[config.mk]
export PLATFORM = sky130hd
export DESIGN_NAME = avalon_hpc_master_flat
export DESIGN_NICKNAME = d
export VERILOG_FILES = /design/src/rtl/avalon_hpc_master_if.sv /design/src/rtl/avalon_hpc_master.sv /design/src/flat_wrapper.sv
export SDC_FILE = /design/constraint.sdc
export NUM_CORES = 1
export LEC_CHECK = 0
export CAP_MARGIN = 25
export CORE_MARGIN = 4
export CORE_UTILIZATION = 46
export DETAILED_ROUTE_END_ITERATION = 10
export PLACE_DENSITY = 0.85
export SKIP_LAST_GASP = 1
export SLEW_MARGIN = 20
export SYNTH_ARGS = -nofsm -noshare
export SYNTH_HDL_FRONTEND = slang
export SYNTH_SLANG_ARGS = --single-unit
[constraint.sdc]
create_clock -name clk -period 2.33 [get_ports clk]
set_clock_uncertainty 0.15 [all_clocks]
set_input_delay 0.233 -clock clk [delete_from_list [all_inputs] [get_ports clk]]
set_output_delay 0.233 -clock clk [all_outputs]
set_load 0.02 [all_outputs]
[src/rtl/avalon_hpc_master_if.sv]
// Signal bundle for avalon_hpc_master: command/response ports, snapshot
// controls and results, and the Avalon-MM master bus toward the hpc slave.
// The "master" modport is the block's own view; "slave" is the far side.
interface avalon_hpc_master_if;
  // Command port
  logic        cmd_valid;
  logic        cmd_ready;
  logic        cmd_write;
  logic [5:0]  cmd_address;
  logic [31:0] cmd_writedata;
  // Read response
  logic        rsp_valid;
  logic [31:0] rsp_readdata;
  // Snapshot sequence
  logic        snap_start;
  logic        snap_busy;
  logic        snap_done;
  logic [31:0] snap_datctr;
  logic [31:0] snap_errctr;
  logic [31:0] snap_dutdelay;
  // Avalon-MM master
  logic [5:0]  master_address;
  logic        master_read;
  logic        master_write;
  logic [31:0] master_writedata;
  logic [31:0] master_readdata;

  modport master (
    input  cmd_valid, cmd_write, cmd_address, cmd_writedata, snap_start,
           master_readdata,
    output cmd_ready, rsp_valid, rsp_readdata, snap_busy, snap_done,
           snap_datctr, snap_errctr, snap_dutdelay,
           master_address, master_read, master_write, master_writedata
  );

  modport slave (
    output cmd_valid, cmd_write, cmd_address, cmd_writedata, snap_start,
           master_readdata,
    input  cmd_ready, rsp_valid, rsp_readdata, snap_busy, snap_done,
           snap_datctr, snap_errctr, snap_dutdelay,
           master_address, master_read, master_write, master_writedata
  );
endinterface

[src/rtl/avalon_hpc_master.sv]
// Avalon-MM master for the hpc register slave. Executes one read or write
// command at a time and can autonomously snapshot three status registers
// (data counter, error counter, DUT delay) into holding registers.
// Strobes are decoded from the state, so each lasts exactly one cycle and
// address/writedata are zero whenever no strobe is active.
module avalon_hpc_master #(
  parameter int unsigned READ_LATENCY = 1,
  parameter logic [5:0]  SNAP_ADDR0   = 6'h04,
  parameter logic [5:0]  SNAP_ADDR1   = 6'h08,
  parameter logic [5:0]  SNAP_ADDR2   = 6'h10
) (
  input logic                 clk,
  input logic                 reset,
  avalon_hpc_master_if.master bus
);

  typedef enum logic [2:0] {
    S_IDLE,
    S_WR,
    S_RD,
    S_RWAIT,
    S_SNAP_RD,
    S_SNAP_WAIT
  } state_e;

  // Wait cycles after the read strobe before readdata is valid.
  localparam logic [1:0] LAT_M1 = 2'(READ_LATENCY - 1);

  state_e      state_q, state_d;
  logic [1:0]  idx_q, idx_d;
  logic [1:0]  cnt_q, cnt_d;
  logic [5:0]  addr_q, addr_d;
  logic [31:0] wdata_q, wdata_d;
  logic [31:0] rsp_q;
  logic [31:0] snap_datctr_q, snap_errctr_q, snap_dutdelay_q;
  logic        snap_done_q, snap_done_d;
  logic        snap_cap;
  logic        rsp_fire;
  logic [5:0]  snap_addr;

  // Select the snapshot address for the current sequence index.
  always_comb begin
    // NOTE: every combinational output gets a default before any branch so no latch is inferred.
    snap_addr = SNAP_ADDR2;
    case (idx_q)
      2'd0:    snap_addr = SNAP_ADDR0;
      2'd1:    snap_addr = SNAP_ADDR1;
      default: snap_addr = SNAP_ADDR2;
    endcase
  end

  // Next-state and bus outputs for command and snapshot sequencing.
  always_comb begin
    state_d     = state_q;
    idx_d       = idx_q;
    cnt_d       = cnt_q;
    addr_d      = addr_q;
    wdata_d     = wdata_q;
    snap_done_d = 1'b0;
    snap_cap    = 1'b0;
    rsp_fire    = 1'b0;

    bus.cmd_ready        = 1'b0;
    bus.snap_busy        = 1'b0;
    bus.master_read      = 1'b0;
    bus.master_write     = 1'b0;
    bus.master_address   = 6'd0;
    bus.master_writedata = 32'd0;

    unique case (state_q)
      S_IDLE: begin
        // Snapshot wins over a simultaneous command; reset also blocks acceptance.
        bus.cmd_ready = ~bus.snap_start & ~reset;
        if (bus.snap_start) begin
          idx_d   = 2'd0;
          state_d = S_SNAP_RD;
        end else if (bus.cmd_valid) begin
          addr_d  = bus.cmd_address;
          wdata_d = bus.cmd_writedata;
          state_d = bus.cmd_write ? S_WR : S_RD;
        end
      end
      S_WR: begin
        bus.master_write     = 1'b1;
        bus.master_address   = addr_q;
        bus.master_writedata = wdata_q;
        state_d              = S_IDLE;
      end
      S_RD: begin
        bus.master_read    = 1'b1;
        bus.master_address = addr_q;
        cnt_d              = LAT_M1;
        state_d            = S_RWAIT;
      end
      S_RWAIT: begin
        if (cnt_q == 2'd0) begin
          // A reset landing on the capture cycle discards the result.
          rsp_fire = ~reset;
          state_d  = S_IDLE;
        end else begin
          cnt_d = cnt_q - 2'd1;
        end
      end
      S_SNAP_RD: begin
        bus.snap_busy      = 1'b1;
        bus.master_read    = 1'b1;
        bus.master_address = snap_addr;
        cnt_d              = LAT_M1;
        state_d            = S_SNAP_WAIT;
      end
      S_SNAP_WAIT: begin
        bus.snap_busy = 1'b1;
        if (cnt_q == 2'd0) begin
          snap_cap = 1'b1;
          if (idx_q == 2'd2) begin
            snap_done_d = 1'b1;
            state_d     = S_IDLE;
          end else begin
            idx_d   = idx_q + 2'd1;
            state_d = S_SNAP_RD;
          end
        end else begin
          cnt_d = cnt_q - 2'd1;
        end
      end
      default: state_d = S_IDLE;
    endcase

    // Read data is forwarded on the capture cycle, then held from rsp_q.
    bus.rsp_valid    = rsp_fire;
    bus.rsp_readdata = rsp_fire ? bus.master_readdata : rsp_q;
  end

  // State, latched command, response and snapshot holding registers.
  always_ff @(posedge clk) begin
    // NOTE: sequential state uses non-blocking assignments so all registers update from pre-edge values.
    if (reset) begin
      state_q         <= S_IDLE;
      idx_q           <= 2'd0;
      cnt_q           <= 2'd0;
      addr_q          <= 6'd0;
      wdata_q         <= 32'd0;
      rsp_q           <= 32'd0;
      snap_datctr_q   <= 32'd0;
      snap_errctr_q   <= 32'd0;
      snap_dutdelay_q <= 32'd0;
      snap_done_q     <= 1'b0;
    end else begin
      state_q     <= state_d;
      idx_q       <= idx_d;
      cnt_q       <= cnt_d;
      addr_q      <= addr_d;
      wdata_q     <= wdata_d;
      snap_done_q <= snap_done_d;
      if (rsp_fire) rsp_q <= bus.master_readdata;
      if (snap_cap && idx_q == 2'd0) snap_datctr_q   <= bus.master_readdata;
      if (snap_cap && idx_q == 2'd1) snap_errctr_q   <= bus.master_readdata;
      if (snap_cap && idx_q == 2'd2) snap_dutdelay_q <= bus.master_readdata;
    end
  end

  assign bus.snap_done     = snap_done_q;
  assign bus.snap_datctr   = snap_datctr_q;
  assign bus.snap_errctr   = snap_errctr_q;
  assign bus.snap_dutdelay = snap_dutdelay_q;

endmodule

[src/flat_wrapper.sv]
// flat-port wrapper written by rule: the top's interface ports become plain ports
module avalon_hpc_master_flat 
#(
  parameter int unsigned READ_LATENCY = 1,
  parameter logic [5:0]  SNAP_ADDR0   = 6'h04,
  parameter logic [5:0]  SNAP_ADDR1   = 6'h08,
  parameter logic [5:0]  SNAP_ADDR2   = 6'h10
)
  (clk, reset, bus_cmd_valid, bus_cmd_write, bus_cmd_address, bus_cmd_writedata, bus_snap_start, bus_master_readdata, bus_cmd_ready, bus_rsp_valid, bus_rsp_readdata, bus_snap_busy, bus_snap_done, bus_snap_datctr, bus_snap_errctr, bus_snap_dutdelay, bus_master_address, bus_master_read, bus_master_write, bus_master_writedata);
  avalon_hpc_master_if bus_i ();
  input logic clk;
  input logic reset;
  input wire logic [$bits(bus_i.cmd_valid)-1:0] bus_cmd_valid;
  input wire logic [$bits(bus_i.cmd_write)-1:0] bus_cmd_write;
  input wire logic [$bits(bus_i.cmd_address)-1:0] bus_cmd_address;
  input wire logic [$bits(bus_i.cmd_writedata)-1:0] bus_cmd_writedata;
  input wire logic [$bits(bus_i.snap_start)-1:0] bus_snap_start;
  input wire logic [$bits(bus_i.master_readdata)-1:0] bus_master_readdata;
  output wire logic [$bits(bus_i.cmd_ready)-1:0] bus_cmd_ready;
  output wire logic [$bits(bus_i.rsp_valid)-1:0] bus_rsp_valid;
  output wire logic [$bits(bus_i.rsp_readdata)-1:0] bus_rsp_readdata;
  output wire logic [$bits(bus_i.snap_busy)-1:0] bus_snap_busy;
  output wire logic [$bits(bus_i.snap_done)-1:0] bus_snap_done;
  output wire logic [$bits(bus_i.snap_datctr)-1:0] bus_snap_datctr;
  output wire logic [$bits(bus_i.snap_errctr)-1:0] bus_snap_errctr;
  output wire logic [$bits(bus_i.snap_dutdelay)-1:0] bus_snap_dutdelay;
  output wire logic [$bits(bus_i.master_address)-1:0] bus_master_address;
  output wire logic [$bits(bus_i.master_read)-1:0] bus_master_read;
  output wire logic [$bits(bus_i.master_write)-1:0] bus_master_write;
  output wire logic [$bits(bus_i.master_writedata)-1:0] bus_master_writedata;
  assign bus_i.cmd_valid = bus_cmd_valid;
  assign bus_i.cmd_write = bus_cmd_write;
  assign bus_i.cmd_address = bus_cmd_address;
  assign bus_i.cmd_writedata = bus_cmd_writedata;
  assign bus_i.snap_start = bus_snap_start;
  assign bus_i.master_readdata = bus_master_readdata;
  assign bus_cmd_ready = bus_i.cmd_ready;
  assign bus_rsp_valid = bus_i.rsp_valid;
  assign bus_rsp_readdata = bus_i.rsp_readdata;
  assign bus_snap_busy = bus_i.snap_busy;
  assign bus_snap_done = bus_i.snap_done;
  assign bus_snap_datctr = bus_i.snap_datctr;
  assign bus_snap_errctr = bus_i.snap_errctr;
  assign bus_snap_dutdelay = bus_i.snap_dutdelay;
  assign bus_master_address = bus_i.master_address;
  assign bus_master_read = bus_i.master_read;
  assign bus_master_write = bus_i.master_write;
  assign bus_master_writedata = bus_i.master_writedata;
  avalon_hpc_master #(.READ_LATENCY(READ_LATENCY), .SNAP_ADDR0(SNAP_ADDR0), .SNAP_ADDR1(SNAP_ADDR1), .SNAP_ADDR2(SNAP_ADDR2)) u_core (.clk(clk), .reset(reset), .bus(bus_i));
endmodule
**Word level (Yosys, flattened, before mapping)**

Index checks and enable logic that the tools add are counted.

- Add/subtract/negate cells: 2
- Equality and inequality tests: 13
- Multiplexer cells: 26
- Bitwise operators: 5
- Reductions and logical operators: 17

Operators with widths:

| operator | count |
|---|---|
| 2-to-1 mux 32 bit | 2 |
| 2-to-1 mux 3 bit | 5 |
| one-hot mux 3 bit (5 select lines) | 1 |
| one-hot mux 6 bit (2 select lines) | 1 |
| 2-to-1 mux 2 bit | 5 |
| one-hot mux 5 bit (2 select lines) | 1 |
| 2-to-1 mux 1 bit | 9 |
| one-hot mux 2 bit (2 select lines) | 2 |
| OR reduction 2 bit | 4 |
| equality test 3 x 2 -> 1 bit, second input constant | 2 |
| equality test 3 bit, second input constant | 2 |
| != test 2 bit, second input constant | 3 |
| AND reduction 3 bit | 2 |
| zero test 2 bit | 2 |
| != test 2 x 1 -> 1 bit, second input constant | 2 |
| NOT 1 bit | 4 |
| AND reduction 4 bit | 1 |
| nonzero test 2 bit | 2 |
| equality test 3 x 1 -> 1 bit, second input constant | 1 |
| logical AND 1 bit | 3 |
| zero test 3 bit | 1 |
| != test 3 bit, second input constant | 1 |
| OR reduction 3 bit | 1 |
| adder 2 x 1 -> 2 bit, second input constant | 1 |
| 5 further kinds | 5 |

- Bits in registers: 174
- Input port bits: 75
- Output and inout bits: 172
- Logic and storage cells: 73

**Longest topological paths before layout**

Gate-level depths: netlist of run 1.

- Depth after elaboration: 4
- Depth in mapped cells: 8
- Mapped depth without buffers: 5

**Least setup slack after synthesis of run 1**

OpenSTA, ideal clock, no wires.

- Path kind: reg-to-output
- Start point: register u_core.cnt_q[0]
- End point: output bus_rsp_readdata[10]
- Arrival time: 1.584 ns
- Required time: 1.947 ns
- Setup slack: 0.363 ns
- Cell stages (with the launch flop): 9
- Buffers on the path: 3
- Path through: dfxtp_1 > inv_1 > ha_1 > buf_4 > nand4b_4 > nand2b_4 > buf_6 > buf_6 > mux2_4

- Longest elaborated chain between the ends: 4

RTL lines:

| element | line | text |
|---|---|---|
| from (decl) | avalon_hpc_master.sv:31 | `logic [1:0] cnt_q, cnt_d;` |
| from (signal assigned) | avalon_hpc_master.sv:151 | `cnt_q <= cnt_d;` |
| zero test 2 bit | avalon_hpc_master.sv:96 | `if (cnt_q == 2'd0) begin` |
| 2-to-1 mux 1 bit | avalon_hpc_master.sv:96 |  |
| 2-to-1 mux 1 bit | avalon_hpc_master.sv:70 | `unique case (state_q)` |
| 2-to-1 mux 32 bit | avalon_hpc_master.sv:131 | `bus.rsp_readdata = rsp_fire ? bus.master_readdata : rsp_q;` |
| to (decl) | flat_wrapper.sv:21 | `output wire logic [$bits(bus_i.rsp_readdata)-1:0] bus_rsp_readdata;` |

No other way between the ends.

**Final worst setup path of run 1**

Ends and elaborated chain as after synthesis.

==> reports/qor.txt, run 1 <==
Status = complete, but fails checks
Failing checks = negative setup slack
NetSw = 1.55 mW
DRT Pass-1 Iters = 5
Worst rel slew slack = 0.583
R2R Path Start = u_core.cnt_q[0]
# diodes = 0
WS Path Type = flip-flop to primary output
Hold_buf cts = 0
Max-slew violation count = 0
Initial DRC count = 254
Cell count after synthesis = 762
Post-DR vias/cell = 5.01
Clk pwr share = 0.448
Reg2Reg Depth = 10
Hold Path Class = input port to flip-flop
Yosys top cell by area = dfxtp_1
Setup crit start = u_core.cnt_q[0]
Detailed Route WL = 20800 um
Clock transition at path regs = 60 ps
Gpl congestion = 0.801
CTS Sinks = 174
Nets@finish = 1087
Synthesized flop and latch total = 174
Io pins = 247
Initial antenna violation count = 0
Number of hold violations in the final report = 0
Synth Area in Simple Gates = 0.187
Register share of total power = 0.459
Worst setup margin = -54.7 ps
Worst hold path stage count = 3
Adder-cell share of the synthesized area = 0.00846
Distinct cells, synth = 41
Layout area overhead = 45.7%
Root Buffer = clkbuf_16
Die Span X = 135 um
RSZ-0062 raised after global routing = yes
Clock Latency Late Sink = 410 ps
PD cells = 619 nW/um2
Grt total ovfl = 0
Ys flop type = dfxtp_1
Number of fill cells = 1204
# DRC = 0
Place WS = -102 ps
Area share of xor/xnor cells in the synthesized design = 0.00237
Worst flop-to-flop path endpoint = u_core.rsp_q[20]
Number of global-route vias before repair = 6151
Synth warn = 0
Cell Rows = 46
CTS tree = yes
Height of the die = 135 um
Worst-Margin Slew = 626 ps
Worst Path Required = 1950 ps
Hold Crit Start = bus_cmd_writedata[5]
Initial core utilization = 0.467
Worst-path maximum fanout = 5
# setup viols final = 25
Reg2Reg Setup Slack = 370 ps
TritonCTS Buffers = 17
Number of max-cap violations = 0
Sequential fraction of the synthesis area = 0.471
WL/cell = 16.8 um
Compound-Gate Fraction of Synth Area = 0.0349
CP Capture Type = primary output
Power Internal = 5.12 mW
FMAX = 419 MHz
Startpoint Class = flip-flop
Mapped Nets = 842
IO Port Bufs = 246
Util after Layout = 0.681
Setup Total Neg Slack = -573 ps
Worst EP arrival = 2000 ps
Yosys top cell area share = 0.471
Maximum vdd drop = 459 uV
H-tree lvl count = 4
Avg Inst Size Synth = 9.70 um2
Ys async rst share = 0
Main combinational cell family by area after synthesis = multiplexers
Die ar. = 18200 um2
Min cycle time layout = 2380 ps
Comb power frac = 0.093
Final Cycle Share = 1.02
Final ANT Viol Nets = 0
First-pass GRT wire length = 32300 um
Share of cells above drive strength 1 = 0.179
Leak Pwr = 4.96 nW
Largest net degree at the start of global routing = 151
Total power draw = 6.67 mW
Synthesized area = 7390 um2
Mux contribution to synthesized area = 0.244
Post-synth EDFFs = 0
Core footprint = 15800 um2
GRT Total Usage = 0.224
Synth top area cells = dfxtp_1 47%, mux2i_1 18%, nand2_1 10%
Net switching fraction of the power = 0.232
Clock Path Buffers = 2
Worst setup path endpoint = bus_rsp_readdata[10]
HPWL after detailed placement = 14100 um
Vias = 6195
==> cell usage in the layout, fill, tap and decap left out, types with 3 or more instances in the layout <==
master,count
buf_12,13
and2_1,36
nand2_1,205
clkbuf_16,17
bufinv_16,3
dfxtp_1,172
clkbuf_2,30
buf_2,10
nand3_1,34
ha_1,4
nor3_1,4
mux2_2,5
mux2i_1,134
clkdlybuf4s50_1,173
mux2_4,27
o21ai_0,30
a22o_1,3
inv_1,3
nor2_1,3
clkbuf_8,3
clkdlybuf4s15_1,4
dlygate4sd2_1,7
a21oi_1,3
nand2_2,3
buf_6,23
buf_4,23
inv_6,4
o21ai_1,3
==> cells in the mapped netlist (all sizes together), types with 3 or more instances <==
library cell    n
nand3          34
o21ai          33
a21oi           3
nand2         208
mux2           32
dfxtp         174
a22o            3
mux2i         134
nor2            4
nand2b          3
buf            35
inv             6
and2           36
clkbuf         25
ha              5
nor3            4
==> stage by stage <==
stage / hold WS [ps] / std cells / instance area [um2]
after floorplan: 225 / 762 / 7390
final: 216 / 1236 / 10800
after global placement: 288 / 1192 / 10100
after detailed placement: 293 / 1192 / 10100
after CTS: 192 / 1236 / 10900
after global routing: 212 / 1236 / 10800
==> worst max-delay path, cell delays in order (launching register included) <==
cell and delay [ps]:
dfxtp_2 320, inv_2 60, ha_4 150, nand4b_4 110
nand2b_4 200, buf_4 160, buf_12 130, mux2_4 290
buf_2 170
==> cells by family after synthesis <==
| kind of cell | count (synthesis) |
|---|---|
| flip-flops | 174 |
| multiplexers | 166 |
| XOR/XNOR | 2 |
| adder cells (fa/ha/maj) | 5 |
| buffers and inverters | 66 |
| AND/OR/NAND/NOR | 304 |
| AO/OA/AOI/OAI | 45 |
==> routing by layer <==
layer	global-route usage	wire, um
met1	0.273	8530
met2	0.361	9680
met3	0.0820	2060
met4	0.0877	501
met5	0	0
==> worst min-delay path by stage <==
stage | slack, ps | end
after CTS | 190 | u_core.wdata_q[2]
after detailed placement | 290 | u_core.wdata_q[1]
after global placement | 290 | u_core.wdata_q[12]
after floorplan | 230 | u_core.addr_q[0]
final | 220 | u_core.wdata_q[5]
after global routing | 210 | u_core.addr_q[5]
==> layout make-up <==
cell class / instances / area [um2] / area share
Clock buffer: 21 / 470 / 0.0437
Clock inverter: 11 / 154 / 0.0143
Inverter: 6 / 27.5 / 0.00256
Multi-Input combinational cell: 522 / 3560 / 0.331
Sequential cell: 174 / 3490 / 0.324
Tap cell: 216 / 270 / 0.0251
Timing Repair Buffer: 286 / 2800 / 0.260
==> flip-flops by register name (all words and copies together) (netlist names) <==
name                      flops
u_core.addr_q                 6
u_core.bus.snap_datctr       32
u_core.bus.snap_done          1
u_core.bus.snap_dutdelay     32
u_core.bus.snap_errctr       32
u_core.cnt_q                  2
u_core.idx_q                  2
u_core.rsp_q                 32
u_core.state_q                3
u_core.wdata_q               32
==> power by group through the flow <==
stage | registers [mW] | clock network (mW) | logic, mW
finish | 3.06 | 2.99 | 0.621
global route | 3.07 | 3.16 | 0.669
CTS | 3.06 | 3.04 | 0.624
detailed placement | 3.13 | 0 | 0.620
global placement | 3.13 | 0 | 0.614
floorplan | 3.14 | 0 | 0.314
==> what timing repair did <==
| item | in CTS | in global routing |
|---|---|---|
| pin swaps | 1 | 2 |
| cloned | 5 | 0 |
| endpoints found under the setup margin | 73 | 56 |
| resized for setup | 223 | 72 |
| setup buffers | 7 | 3 |
No activity file was read; power rests on OpenSTA's default activity.
==> inputs of run 2 (changes only) <==
Settings changed: CORE_MARGIN 4 to 10.
==> run 2 against run 1 <==
  * The run still ends with negative setup slack left
  * Power is 1.2% lower
  * Final cell count is 0.49% lower
  * Sequential power hardly changed
  * Highest routed layer unchanged
  * Clock power is 3% lower
  * Combinational power hardly changed
  * Setup slack better by 3.5 ps
==> reports/qor.txt, run 2 (synthesis gave the netlist of run 1 again) <==
R2R Path Start = u_core.cnt_q[1]
Max-slew violation count = 0 (unchanged)
Height of the die = 147 um (+8.9%)
Hold Path Class = input port to flip-flop
IO Port Bufs = 246 (unchanged)
Worst Path Required = 1950 ps (about the same)
Core footprint = 15800 um2 (unchanged)
Worst EP arrival = 2000 ps (about the same)
Min cycle time layout = 2380 ps (-3.45 ps)
Nets@finish = 1081 (-0.55%)
Worst path buffer plus inverter count = 4 (unchanged)
Maximum vdd drop = 454 uV (-0.92%)
Root Buffer = clkbuf_16
Number of fill cells = 1195 (-0.75%)
CTS tree = yes
Met3 WL post-DR = 2280 um (+10%)
CP Capture Type = primary output
DRT Pass-1 Iters = 4 (-1)
Initial antenna violation count = 0 (unchanged)
Layout area overhead = 45.3%
Hold Slack = 214 ps (-2.17 ps)
Power Internal = 5.00 mW (-2.4%)
Clk pwr share = 0.441 (-0.007)
Detailed Route WL = 22500 um (+8.4%)
Grt total ovfl = 0 (unchanged)
Initial DRC count = 246 (-3.1%)
Cell Rows = 46 (unchanged)
Setup crit start = u_core.cnt_q[1]
Hold Crit Start = bus_cmd_writedata[25]
# diodes = 0 (unchanged)
Status = complete, but fails checks
Largest net degree at the start of global routing = 138 (-8.6%)
First-pass GRT wire length = 34800 um (+7.8%)
Worst rel slew slack = 0.620 (+0.0375)
Slowest stage cell on the critical path = dfxtp_2
Gpl congestion = 0.832 (+3.8%)
Place WS = -105 ps (-3.69 ps)
Clock Path Buffers = 2 (unchanged)
H-tree lvl count = 4 (unchanged)
CTS Sinks = 174 (unchanged)
Setup Total Neg Slack = -463 ps (+110 ps)
Final Cycle Share = 1.02 (-0.00148)
FMAX = 420 MHz (+0.14%)
Final ANT Viol Nets = 0 (unchanged)
# DRC = 0 (unchanged)
Leading cell type in the layout, fill and taps excluded = nand2_1
Register share of total power = 0.464 (+0.005)
Placed instance area = 10100 um2 (-0.30%)
Highest Signal Layer = met4
Fin area = 10700 um2 (-0.27%)
WL/cell = 18.3 um (+8.9%)
Vias = 6262 (+1.1%)
Net switching fraction of the power = 0.242 (+0.00978)
Worst-path maximum fanout = 8 (+3)
Worst-Margin Slew = 570 ps (-56.2 ps)
Reg2Reg Setup Slack = 410 ps (+40 ps)
Share of cells above drive strength 1 = 0.148 (-0.0315)
Crit path max-delay family = buffers and inverters
Met2 WL post-DR = 10400 um (+7.4%)
Most frequent cells in the layout = 205 x nand2_1, 173 x clkdlybuf4s50_1, 171 x dfxtp_1, 134 x mux2i_1, 36 x and2_1
Initial core utilization = 0.467 (unchanged)
Metal-1 WL = 9370 um (+9.9%)
Io pins = 247 (unchanged)
# setup viols final = 11 (-56%)
Failing checks = negative setup slack
HPWL after detailed placement = 15700 um (+11%)
Util after Layout = 0.679 (-0.00182)
Leak Pwr = 4.91 nW (-0.93%)
Comb power frac = 0.094 (about the same)
Number of global-route vias before repair = 6339 (+3.1%)
Number of hold violations in the final report = 0 (unchanged)
WS Path Type = flip-flop to primary output
NetSw = 1.59 mW (+3.0%)
GRT Total Usage = 0.201 (-0.0233)
Post-DR vias/cell = 5.09 (+1.6%)
Number of max-cap violations = 0 (unchanged)
Die Span X = 147 um (+8.9%)
RSZ-0062 raised after global routing = yes
Clock transition at path regs = 70 ps (about the same)
PD cells = 614 nW/um2 (-0.91%)
TritonCTS Buffers = 17 (unchanged)
Worst path cell trace = inv_2 > ha_4 > nand4b_4 > nand2b_4 > buf_12 > buf_8 > mux2_4 > buf_6
Startpoint Class = flip-flop
Worst setup margin = -51.3 ps (+3.45 ps)
Clock Latency Late Sink = 410 ps (about the same)
Worst stage delay on the critical path = 330 ps (about the same)
Die ar. = 21500 um2 (+19%)
==> run 2: area by class of cell <==
class                           count  area [um2]  share of cell area
Multi-Input combinational cell    522        3560               0.331
Timing Repair Buffer              280        2790               0.260
Sequential cell                   174        3490               0.325
Tap cell                          216         270              0.0252
Inverter                            6        27.5             0.00256
Clock buffer                       20         457              0.0425
Clock inverter                     12         150              0.0140
==> run 2: per-stage QoR <==
stage,total power [mW],std cells
final,6.59,1230
after floorplan,3.45,762
after CTS,6.63,1228
after global placement,3.74,1188
after global routing,6.82,1230
after detailed placement,3.75,1188
==> run 2: worst paths after layout <==
path | endpoint | cells after the start
min | u_core.wdata_q[25] | 3
max reg2reg | u_core.rsp_q[0] | 9
max | bus_rsp_readdata[17] | 8
min reg2reg | u_core.wdata_q[19] | 2
==> run 2: power groups by stage <==
stage | Combinational [mW] | Sequential [mW] | Clock, mW
floorplan | 0.314 | 3.14 | 0
detailed placement | 0.624 | 3.13 | 0
global placement | 0.618 | 3.13 | 0
global route | 0.669 | 3.07 | 3.09
finish | 0.621 | 3.06 | 2.91
CTS | 0.619 | 3.06 | 2.95
==> run 2: repair_timing <==
item | CTS | global route
gates resized for setup | 178 | 77
hold buffers | 0 | 0
endpoints found under the setup margin | 73 | 58
pin swaps | 0 | 1
buffers inserted | 5 | 6
cloned | 3 | 0
==> run 2: routing by layer <==
layer,GRT usage,vias to the layer above
li1,-,3025
met1,0.232,2968
met2,0.325,235
met3,0.0872,34
met4,0.0686,0
met5,0,-
==> run 2: tightest hold or removal path, cell delays in order <==
cell             delay, ps
clkdlybuf4s50_1        400
nand2_1                 50
mux2i_1                 50
==> variant (settings of run 1) <==
Make the reset (`reset`) asynchronous in one clocked block.
--- a/src/rtl/avalon_hpc_master.sv
+++ b/src/rtl/avalon_hpc_master.sv
@@ -132,7 +132,7 @@
   end
 
   // State, latched command, response and snapshot holding registers.
-  always_ff @(posedge clk) begin
+  always_ff @(posedge clk or posedge reset) begin
     // NOTE: sequential state uses non-blocking assignments so all registers update from pre-edge values.
     if (reset) begin
       state_q         <= S_IDLE;
Formal check against the unedited RTL: differs if reset is asserted again (counterexample within 4 cycles, from zero or initial values and one cycle with reset high); with reset held inactive, the same outputs for 4 cycles.
==> variant against run 1 <==
Sequential cell count is the same; the run still ends with setup timing left; area after synthesis decreased by 3.7%; design area decreased by 2.1%; largest cell class is now registers; routed wire length fell by 9.3%; worst setup slack worse by 0.13 ns.
Power is not compared: it rests on default switching activity, and its combinational part moved more than twofold at a synthesized area within 25%.
==> variant: results (changes against run 1) <==
global-route wire length before repair=29300 um (-9.2%); Commonest cells post-synth=174 x dfrtp_1, 98 x mux2_1, 48 x mux2_2; ys flop type=dfrtp_1; Avg Cell Area, Syn=15.35 um^2 (+58%); asr flop ratio synth=100.0% (+100 points); worst reg2reg setup slack=0.09 ns (-0.28 ns); initial antenna violation count=0 (unchanged); worst r2r path cells=8 (-2); drt initial violations=162 (-36%); pre-CTS setup slack=-0.2818 ns (-0.1800 ns); GR Util All Layers=21.26% (-1.1 points); GPL Wtd Cong=0.7358 (-8.2%); critical path data arrival time=2.13 ns (+0.13 ns); largest net degree at the start of global routing=175 (+16%); worst reg2reg path endpoint=u_core.bus.snap_dutdelay[2]; Slowest-stage cell, CP=dfrtp_1; XOR/XNOR Fraction of Synth Area=0.2459% (+0.0090 points); post-route insts no fill=930 (-25%); clock latency on the worst-skew pair=0.41 ns (about the same); family with the most delay on the worst path=buffers and inverters; final setup vio count=33 (+32%); compound-cell area share of the yosys netlist=1.317% (-2.2 points); vias in the first global route=5395 (-12%); Mapped Nets=544 (-35%); Yosys cell types=32 (-22%); DP HPWL=12780 um (-9.4%); share of layout cells above drive strength 1=25.07% (+7.1 points); CP max stage delay=0.39 ns (+0.07 ns); DR pass1 iterations=4 (-1); worst flop-to-flop path startpoint=u_core.cnt_q[0]; # nets final=809 (-26%); Seq/Total Area, Yosys=61.13% (+14 points); failing checks=setup timing; Post-Place Cells=886 (-26%); post-synthesis mux area share=27.44% (+3.1 points); dominant cells by area after synthesis=dfrtp_1 61%, mux2_1 15%, mux2_2 7.6%; DR vias=4834 (-22%); Worst slew margin=34.99% (-23 points); CP endpoint=bus_rsp_readdata[23]; adder-cell share of the synthesized area=0.8783% (+0.032 points); Setup WS post-layout=-0.1801 ns (-0.1254 ns); CP max FO=7 (+2); run status=complete, but fails checks; Routed WL=18850 um (-9.3%)
## variant: cell types whose count changed after synthesis, sizes merged, moves of 33 or more
cell,before,now
mux2i,134,1
dfxtp,174,0
and3,0,34
nand2,208,9
nand3,34,1
dfrtp,0,174
mux2,32,166
## variant: per-layer routing
metal,up-vias,GRT usage [%],wire length [um]
met4,0,5.947,334
met5,-,0,0
li1,2168,-,-
met3,27,7.947,1521
met1,2443,24.06,7415
met2,196,37.75,9575
## variant: how the worst min path moves through the flow
stage | start | end | slack (ns) | cells after the start
2_1_floorplan | bus_master_readdata[0] | u_core.bus.snap_datctr[0] | 0.21 | 1
3_3_place_gp | u_core.rsp_q[28] | u_core.rsp_q[28] | 0.31 | 1
3_5_place_dp | u_core.rsp_q[21] | u_core.rsp_q[21] | 0.32 | 1
4_1_cts | bus_cmd_writedata[7] | u_core.wdata_q[7] | 0.24 | 2
5_1_grt | bus_cmd_writedata[4] | u_core.wdata_q[4] | 0.25 | 2
6_report | bus_cmd_writedata[7] | u_core.wdata_q[7] | 0.25 | 2
## variant: metrics by stage
step	total power [mW]	setup TNS [ns]	hold slack, ns	instance area, um^2
finish	13.99	-4.089	0.2523	10540
global route	14.68	-6.875	0.2482	10540
CTS	14.07	-8.251	0.2409	10400
detailed placement	11.30	-8.303	0.3202	9828
global placement	11.01	-7.939	0.3140	9828
floorplan	8.285	-50.70	0.2147	7127
## variant: power groups by stage
stage / combinational [mW] / sequential (mW) / clock, mW
2_1_floorplan: 2.33 / 5.96 / 0
3_3_place_gp: 6.10 / 4.90 / 0
3_5_place_dp: 6.29 / 5.01 / 0
4_1_cts: 6.22 / 4.98 / 2.87
5_1_grt: 6.56 / 5.12 / 3.01
6_report: 6.21 / 4.97 / 2.82
## variant: repair_timing
action	4_1_cts	5_1_grt
resized for setup	178	101
endpoints found under the setup margin	74	60
pin swaps	1	1
gates cloned	2	0
endpoints found under the hold margin	0	0
setup buffers	3	9
## variant: final cells by class
class,instances,area (um^2)
Fill cell,1000,4661
Sequential cell,174,4354
Timing Repair Buffer,273,2690
Multi-Input combinational cell,256,2644
Clock buffer,24,481.7
Tap cell,188,235.2
Clock inverter,8,106.4
Inverter,7,30.03
## variant: worst reg2reg max path, stage by stage, from the launching register on
cell	delay, ns
dfrtp_1	0.39
inv_1	0.06
ha_2	0.16
buf_4	0.10
buf_4	0.10
and4b_1	0.42
nand2_4	0.19
buf_12	0.21
mux2_1	0.34
## variant: kinds of logic (layout without fill, tap and decap cells)
| kind of cell | Yosys count | count (layout) |
|---|---|---|
| compound gates | 15 | 15 |
| xor+xnor | 2 | 2 |
| fa+ha+maj | 5 | 5 |
| buf+inv | 34 | 312 |
| flops | 174 | 174 |
| mux | 167 | 167 |
| simple gates | 67 | 67 |
